<file path="config.mk">
export PLATFORM = sky130hd
export DESIGN_NAME = ifmap_spad_ctrl
export DESIGN_NICKNAME = d
export VERILOG_FILES = /design/src/rtl/ifmap_spad_ctrl.sv
export SDC_FILE = /design/constraint.sdc
export NUM_CORES = 1
export LEC_CHECK = 0
export ABC_AREA = 1
export BUFFER_PORTS_ARGS = -buffer_cell sky130_fd_sc_hd__buf_2
export CAP_MARGIN = 40
export CORE_ASPECT_RATIO = 1.4
export CORE_UTILIZATION = 45
export CTS_CLUSTER_SIZE = 14
export DETAILED_ROUTE_END_ITERATION = 6
export PLACE_DENSITY = 0.74
export SYNTH_ARGS = -nofsm -noshare
export SYNTH_HDL_FRONTEND = slang
export SYNTH_SLANG_ARGS = --single-unit
</file>
<file path="constraint.sdc">
create_clock -name clk -period 2 [get_ports clk]
set_clock_uncertainty 0.05 [all_clocks]
set_input_delay 0.2 -clock clk [delete_from_list [all_inputs] [get_ports clk]]
set_output_delay 0.2 -clock clk [all_outputs]
set_load 0.02 [all_outputs]
</file>
<file path="src/rtl/ifmap_spad_ctrl.sv">
// Ifmap scratch-pad controller: loads one ifmap row into a negedge scratch pad,
// then replays every sliding filter window (offset fastest) to the MAC.
module ifmap_spad_ctrl #(
  parameter int DEPTH  = 12,
  parameter int DATA_W = 16,
  parameter int ADDR_W = 4
) (
  input  logic              clk,
  input  logic              rst_n,
  input  logic              start,
  input  logic [ADDR_W-1:0] row_len,
  input  logic [ADDR_W-1:0] filt_len,
  output logic              busy,
  output logic              err,
  input  logic [DATA_W-1:0] in_data,
  input  logic              in_valid,
  output logic              in_ready,
  output logic [DATA_W-1:0] out_data,
  output logic              out_valid,
  input  logic              out_ready,
  output logic              out_last,
  output logic              done,
  output logic [ADDR_W-1:0] spad_addr,
  output logic              spad_we,
  output logic [DATA_W-1:0] spad_wdata,
  input  logic [DATA_W-1:0] spad_rdata,
  output logic [1:0]        dbg_state
);

  // Handshakes: a transfer happens on a posedge where valid && ready are both 1;
  // valid never drops and its payload never changes until that transfer.
  typedef enum logic [1:0] {IDLE = 2'd0, LOAD = 2'd1, READ = 2'd2} state_t;

  localparam logic [ADDR_W-1:0] DEPTH_A = ADDR_W'(DEPTH);
  localparam logic [ADDR_W-1:0] ONE     = ADDR_W'(1);

  state_t              state_q, state_d;
  logic [ADDR_W-1:0]   row_q, row_d, filt_q, filt_d;
  logic [ADDR_W-1:0]   wptr_q, wptr_d, b_q, b_d, o_q, o_d;
  logic [ADDR_W-1:0]   addr_q, addr_d;
  logic [DATA_W-1:0]   wdata_q, wdata_d;
  logic                we_q, we_d, busy_q, busy_d, err_q, err_d, done_q, done_d;
  logic                ov_q, ov_d, last_q, last_d;
  logic                legal;

  assign legal = (row_len != '0) && (row_len <= DEPTH_A) &&
                 (filt_len != '0) && (filt_len <= row_len);

  always_comb begin
    state_d = state_q;
    row_d   = row_q;
    filt_d  = filt_q;
    wptr_d  = wptr_q;
    b_d     = b_q;
    o_d     = o_q;
    addr_d  = addr_q;
    wdata_d = wdata_q;
    we_d    = 1'b0;
    busy_d  = busy_q;
    err_d   = 1'b0;
    done_d  = 1'b0;
    ov_d    = ov_q;
    last_d  = last_q;
    unique case (state_q)
      IDLE: begin
        ov_d = 1'b0;
        if (start) begin
          if (legal) begin
            row_d   = row_len;
            filt_d  = filt_len;
            wptr_d  = '0;
            busy_d  = 1'b1;
            state_d = LOAD;
          end else begin
            err_d = 1'b1;
          end
        end
      end
      LOAD: begin
        if (in_valid) begin
          we_d    = 1'b1;
          addr_d  = wptr_q;
          wdata_d = in_data;
          if (wptr_q == row_q - ONE) begin
            wptr_d  = '0;
            state_d = READ;
          end else begin
            wptr_d = wptr_q + ONE;
          end
        end
      end
      READ: begin
        // out_valid low here means this is the first READ cycle: prime address 0.
        if (!ov_q) begin
          b_d    = '0;
          o_d    = '0;
          addr_d = '0;
          ov_d   = 1'b1;
          last_d = (filt_q == ONE);
        end else if (out_ready) begin
          if (o_q == filt_q - ONE) begin
            if (b_q == row_q - filt_q) begin
              ov_d    = 1'b0;
              last_d  = 1'b0;
              done_d  = 1'b1;
              busy_d  = 1'b0;
              state_d = IDLE;
            end else begin
              b_d    = b_q + ONE;
              o_d    = '0;
              addr_d = b_q + ONE;
              last_d = (filt_q == ONE);
            end
          end else begin
            o_d    = o_q + ONE;
            addr_d = b_q + o_q + ONE;
            last_d = (o_q + ONE == filt_q - ONE);
          end
        end
      end
      default: state_d = IDLE;
    endcase
  end

  always_ff @(posedge clk or negedge rst_n) begin
    if (!rst_n) begin
      state_q <= IDLE;
      row_q   <= '0;
      filt_q  <= '0;
      wptr_q  <= '0;
      b_q     <= '0;
      o_q     <= '0;
      addr_q  <= '0;
      wdata_q <= '0;
      we_q    <= 1'b0;
      busy_q  <= 1'b0;
      err_q   <= 1'b0;
      done_q  <= 1'b0;
      ov_q    <= 1'b0;
      last_q  <= 1'b0;
    end else begin
      state_q <= state_d;
      row_q   <= row_d;
      filt_q  <= filt_d;
      wptr_q  <= wptr_d;
      b_q     <= b_d;
      o_q     <= o_d;
      addr_q  <= addr_d;
      wdata_q <= wdata_d;
      we_q    <= we_d;
      busy_q  <= busy_d;
      err_q   <= err_d;
      done_q  <= done_d;
      ov_q    <= ov_d;
      last_q  <= last_d;
    end
  end

  assign in_ready   = (state_q == LOAD);
  assign out_data   = spad_rdata;
  assign out_valid  = ov_q;
  assign out_last   = last_q;
  assign busy       = busy_q;
  assign err        = err_q;
  assign done       = done_q;
  assign spad_addr  = addr_q;
  assign spad_we    = we_q;
  assign spad_wdata = wdata_q;
  assign dbg_state  = state_q;

endmodule
</file>
# Word level (Yosys, flattened, before mapping)
# Index checks and enable logic that the tools add are counted.
[word_totals]
in_bits = 45
wordCells = 116
out_inout_bits = 45
register_bits = 48
[classes]
magnitude_cmp = 2
n_addsub = 8
n_reduce_logical = 18
muxes = 53
n_eq_ne = 21
[op_table]
columns = ["op", "count"]
rows = [
  ["4-bit 2-to-1 mux", 16],
  ["1-bit 2-to-1 mux", 24],
  ["2-bit inequality test, second input constant", 9],
  ["4-bit by 1-bit adder with 4-bit output, second input constant", 4],
  ["4-bit equality test", 4],
  ["2-bit 2-to-1 mux", 8],
  ["4-bit one-hot mux with 2 select lines", 2],
  ["4-bit AND reduction", 3],
  ["8-bit AND reduction", 1],
  ["4-bit nonzero test", 2],
  ["4-bit by 1-bit subtractor with 4-bit output, second input constant", 2],
  ["7-bit AND reduction", 1],
  ["3-bit inequality test, second input constant", 2],
  ["2-bit one-hot mux with 3 select lines", 1],
  ["3-bit AND reduction", 2],
  ["2-bit nonzero test", 3],
  ["4-bit adder", 1],
  ["4-bit by 1-bit equality test with 1-bit output, second input constant", 1],
  ["4-bit <= comparator", 1],
  ["4-bit <= comparator, second input constant", 1],
  ["2-bit by 1-bit inequality test with 1-bit output, second input constant", 2],
  ["4-bit inequality test, second input constant", 1],
  ["1-bit one-hot mux with 2 select lines", 2],
  ["2-bit AND reduction", 2],
  ["5 further kinds", 7],
]

# Longest topological paths before layout
[logic_depth]
word_depth = 7
depth_mapped = 15
ltp_nobuf = 15

# Worst setup path before layout
# Ideal clock, no wire load.
[synth_timing]
path_type = "flip-flop to flip-flop"
start = "register row_q[0]"
end = "register addr_q[0], in the netlist spad_addr[0]"
required_time_ps = 1833
arrival_time_ps = 1965
setup_time_ps = 117
setup_slack_ps = -131
synth_period_minus_slack_ps = 2131
path_buffers = 0
path_stages_with_launch = 13
path_cell_list = "dfrtp_1 > inv_1 > ha_1 > inv_1 > fa_1 > xnor2_1 > nand2_1 > nor2_1 > nand3_1 > o21bai_4 > nand2_4 > nand2_1 > nand2_1"
[synth_between]
elab_chain_cells = 4
[synth_lines]
columns = ["item", "line", "text"]
rows = [
  ["start: declaration", "38", "logic [ADDR_W-1:0] row_q, row_d, filt_q, filt_d;"],
  ["start signal: assignment", "143", "row_q <= row_d;"],
  ["4-bit subtractor", "102", "if (b_q == row_q - filt_q) begin"],
  ["4-bit equality test", "102", ""],
  ["4-bit inequality test (no source line)", "-", ""],
  ["4-bit AND reduction (no source line)", "-", ""],
  ["end signal: assignment", "148", "addr_q <= addr_d;"],
  ["end: declaration", "40", "logic [ADDR_W-1:0] addr_q, addr_d;"],
]
# Every way passes these cells.
# A chain may end at the register's enable or synchronous reset.

# Final worst setup path
[layout_timing]
start = "register row_q[0]"
end = "register addr_q[3], in the netlist spad_addr[3]"
# The elaborated chain is that of the path after synthesis.

==> metrics.txt <==
Async S/R FF share, synth=100%; Synth Instances=414; Critical Path Sink=spad_addr[3]; Final setup viols=18; CTS H-tree depth=2; critical path data arrival time=2.35 ns; Critical Path Source Type=register; Synth Area in Compound Gates=6.85%; first-pass GRT wire length=12.0 mm; status=finished, violations left; Core Region=6610 sq um; CP Launch Point=row_q[0]; failing checks=negative setup slack; GP Congestion=0.874; number of global-route vias before repair=2712; worst-case reg-to-reg path depth=12; Avg Cell Area, Syn=7.50 sq um; worst-skew pair later-pin latency=0.30 ns; Fill cells=582; total global routing overflow=0; fin crit share=110%; Synth Area in Adders=7.74%; multiplexer share of the synthesized area=0%; Ports=90; initial DRC count=77; Synth Area in Simple Gates=31.1%; CTS tree=done; Crit-path slowest cell=fa_2; Crit Reg-Reg Startpoint=row_q[0]; Distinct cells, synth=29; initial antenna violation count=0; DPL Wire Length=5.45 mm; fin crit period=2.19 ns; Worst VDD drop=0.909 mV; syn nets=477; ANT nets after route=0; largest net degree at the start of global routing=49; layout cells sized above 1=25.2%; Leakage=2.06 nW; PnR worst setup slack=-0.193 ns; clock buffer depth=2; reg2reg setup slack=-0.19 ns; Synth Register Bits=48; Core Rows=35; Finished Core Util=56.7%; share of the synthesized area in the top cell type=38.7%; Crit Reg-Reg Endpoint=spad_addr[3]; combinational family with the most area after synthesis=simple AND/OR/NAND/NOR gates; Die Height=100 microns; Slew Limit Fails=0; Via-to-Cell Ratio=4.85; critical path endpoint category=register; Slew @ Worst Pin=0.601 ns; Setup TNS=-2.79 ns; Crit Path Max Fanout=5; area delta synth->final=20.7%; CTS clk-pin slew, worst paths=0.10 ns; Critical Path, Cell by Cell=inv_2, ha_4, inv_2, fa_2, xnor2_1, nand2_1, nor2_4, nand3_2, o21bai_4, nand2_4, nand2_1, nand2_1; vias=2792; most frequent cell after synthesis=nand2_1; CTS Sinks=48; chip width=72.2 microns; CP Class=reg2reg; PortBufs=57; final wirelength=6.96 mm; total CTS buffers=5; Power Density=1540 nW/um^2; First-pass DRT Iterations=4; # diodes=0; DP Worst Slack=-0.245 ns; Root Driver=clkbuf_8; fmax=0.456 GHz; total of max-cap violations=0; XOR/XNOR share of the synthesized area=4.80%; final hold vios=0; Synth warnings=0; Slew headroom=60.0%; top cells by count, synth=149 x nand2_1, 48 x dfrtp_1, 46 x inv_1; worst min path class=in2reg; most area-consuming cells after synthesis=dfrtp_1 39%, nand2_1 18%, ha_1 6.4%; Initial Util=46.9%; worst path required time=2.15 ns; number of remaining DRC errors=0; final layout net count=546; ys flop type=dfrtp_1; RSZ-0062 raised after global routing=yes; Syn Std Cell Area=3100 sq um; die area=7240 sq um; GRT Util Overall=21.0%; CP dominant cell by count=nand2_1; register area share after synthesis=38.7%; post-synth top area cell=dfrtp_1; Critical Path Max Stage Delay=0.52 ns; Post-synth EDFFs=0; wire length per cell=12.1 microns
==> layout make-up <==
type | count | area, sq um | share of cell area (%)
Sequential cell | 48 | 1200 | 32.1
Timing Repair Buffer | 82 | 479 | 12.8
Tap cell | 92 | 115 | 3.07
Multi-Input combinational cell | 294 | 1660 | 44.3
Clock buffer | 5 | 68.8 | 1.84
Clock inverter | 3 | 26.3 | 0.701
Inverter | 52 | 195 | 5.21
==> what timing repair did <==
action | CTS | global route
endpoints found under the setup margin | 18 | 19
endpoints found under the hold margin | 48 | 0
setup buffers | 1 | 2
cloned | 1 | 0
gates resized for setup | 14 | 9
hold buffers | 1 | 0
pin swaps | 8 | 4
==> cells in the final DEF (no fill, tap or decap), types with 2 or more instances in the layout <==
cell type,instances
nand2_2,3
dfrtp_1,48
nand3_2,5
buf_4,23
nand2_4,3
nor2_4,5
buf_2,57
nand3b_1,2
nand4_1,7
inv_6,2
ha_1,14
a21oi_1,5
inv_2,9
nand3_1,34
o21ai_0,19
xnor2_1,6
nor3_1,2
o21ai_1,5
o21bai_1,2
clkbuf_8,5
xor2_1,11
nor2_1,14
inv_1,42
nand2_1,146
==> worst min path at each step <==
stage,startpoint,cells after the start,to
after floorplan,rst_n,0,b_q[0]
after global placement,rst_n,2,spad_wdata[9]
after detailed placement,rst_n,2,spad_wdata[9]
after CTS,in_data[0],3,spad_wdata[0]
after global routing,in_data[2],3,spad_wdata[2]
final,in_data[2],3,spad_wdata[2]
==> per-stage QoR <==
step           total power (W)  hold WS (ns)  area [sq um]  std cells
6_report               0.00578        0.0324          3750        576
5_1_grt                0.00631        0.0258          3750        576
4_1_cts                0.00566        0.0214          3700        574
3_5_place_dp           0.00487         0.286          3530        563
3_3_place_gp           0.00479         0.273          3530        563
2_1_floorplan          0.00385        -0.146          3120        414
==> cell families after synthesis <==
logic type | Yosys count
adders and majority gates | 18
DFF | 48
AOI/OAI and AO/OA | 35
and+or+nand+nor | 223
buffers and inverters | 73
xor gates and xnor gates | 17
==> layer usage <==
metal | track usage [%] | part of all wire, %
met5 | 0 | 0
met4 | 7.09 | 2.0
met3 | 2.91 | 3.6
met2 | 38.9 | 54
met1 | 24.3 | 41
==> critical path, delay by kind of cell (launching register included) <==
kind,cells,cell delay (ns)
compound gates,1,0.21
xor+xnor,1,0.11
fa+ha+maj,2,0.65
simple gates,6,0.55
flops,1,0.41
buf+inv,2,0.12
==> power breakdown <==
| group | internal [W] | switching [W] |
|---|---|---|
| combinational | 0.00141 | 0.00215 |
| sequential | 0.00131 | 0.000294 |
| clock | 0.000258 | 0.000355 |
==> flip-flops by register name (all words and copies together), names as in the netlist <==
signal      count
spad_addr       4
wptr_q          4
o_q             4
row_q           4
out_last        1
out_valid       1
filt_q          4
err             1
done            1
b_q             4
dbg_state       2
busy            1
spad_wdata     16
spad_we         1
No activity file was read; power rests on OpenSTA's default activity.
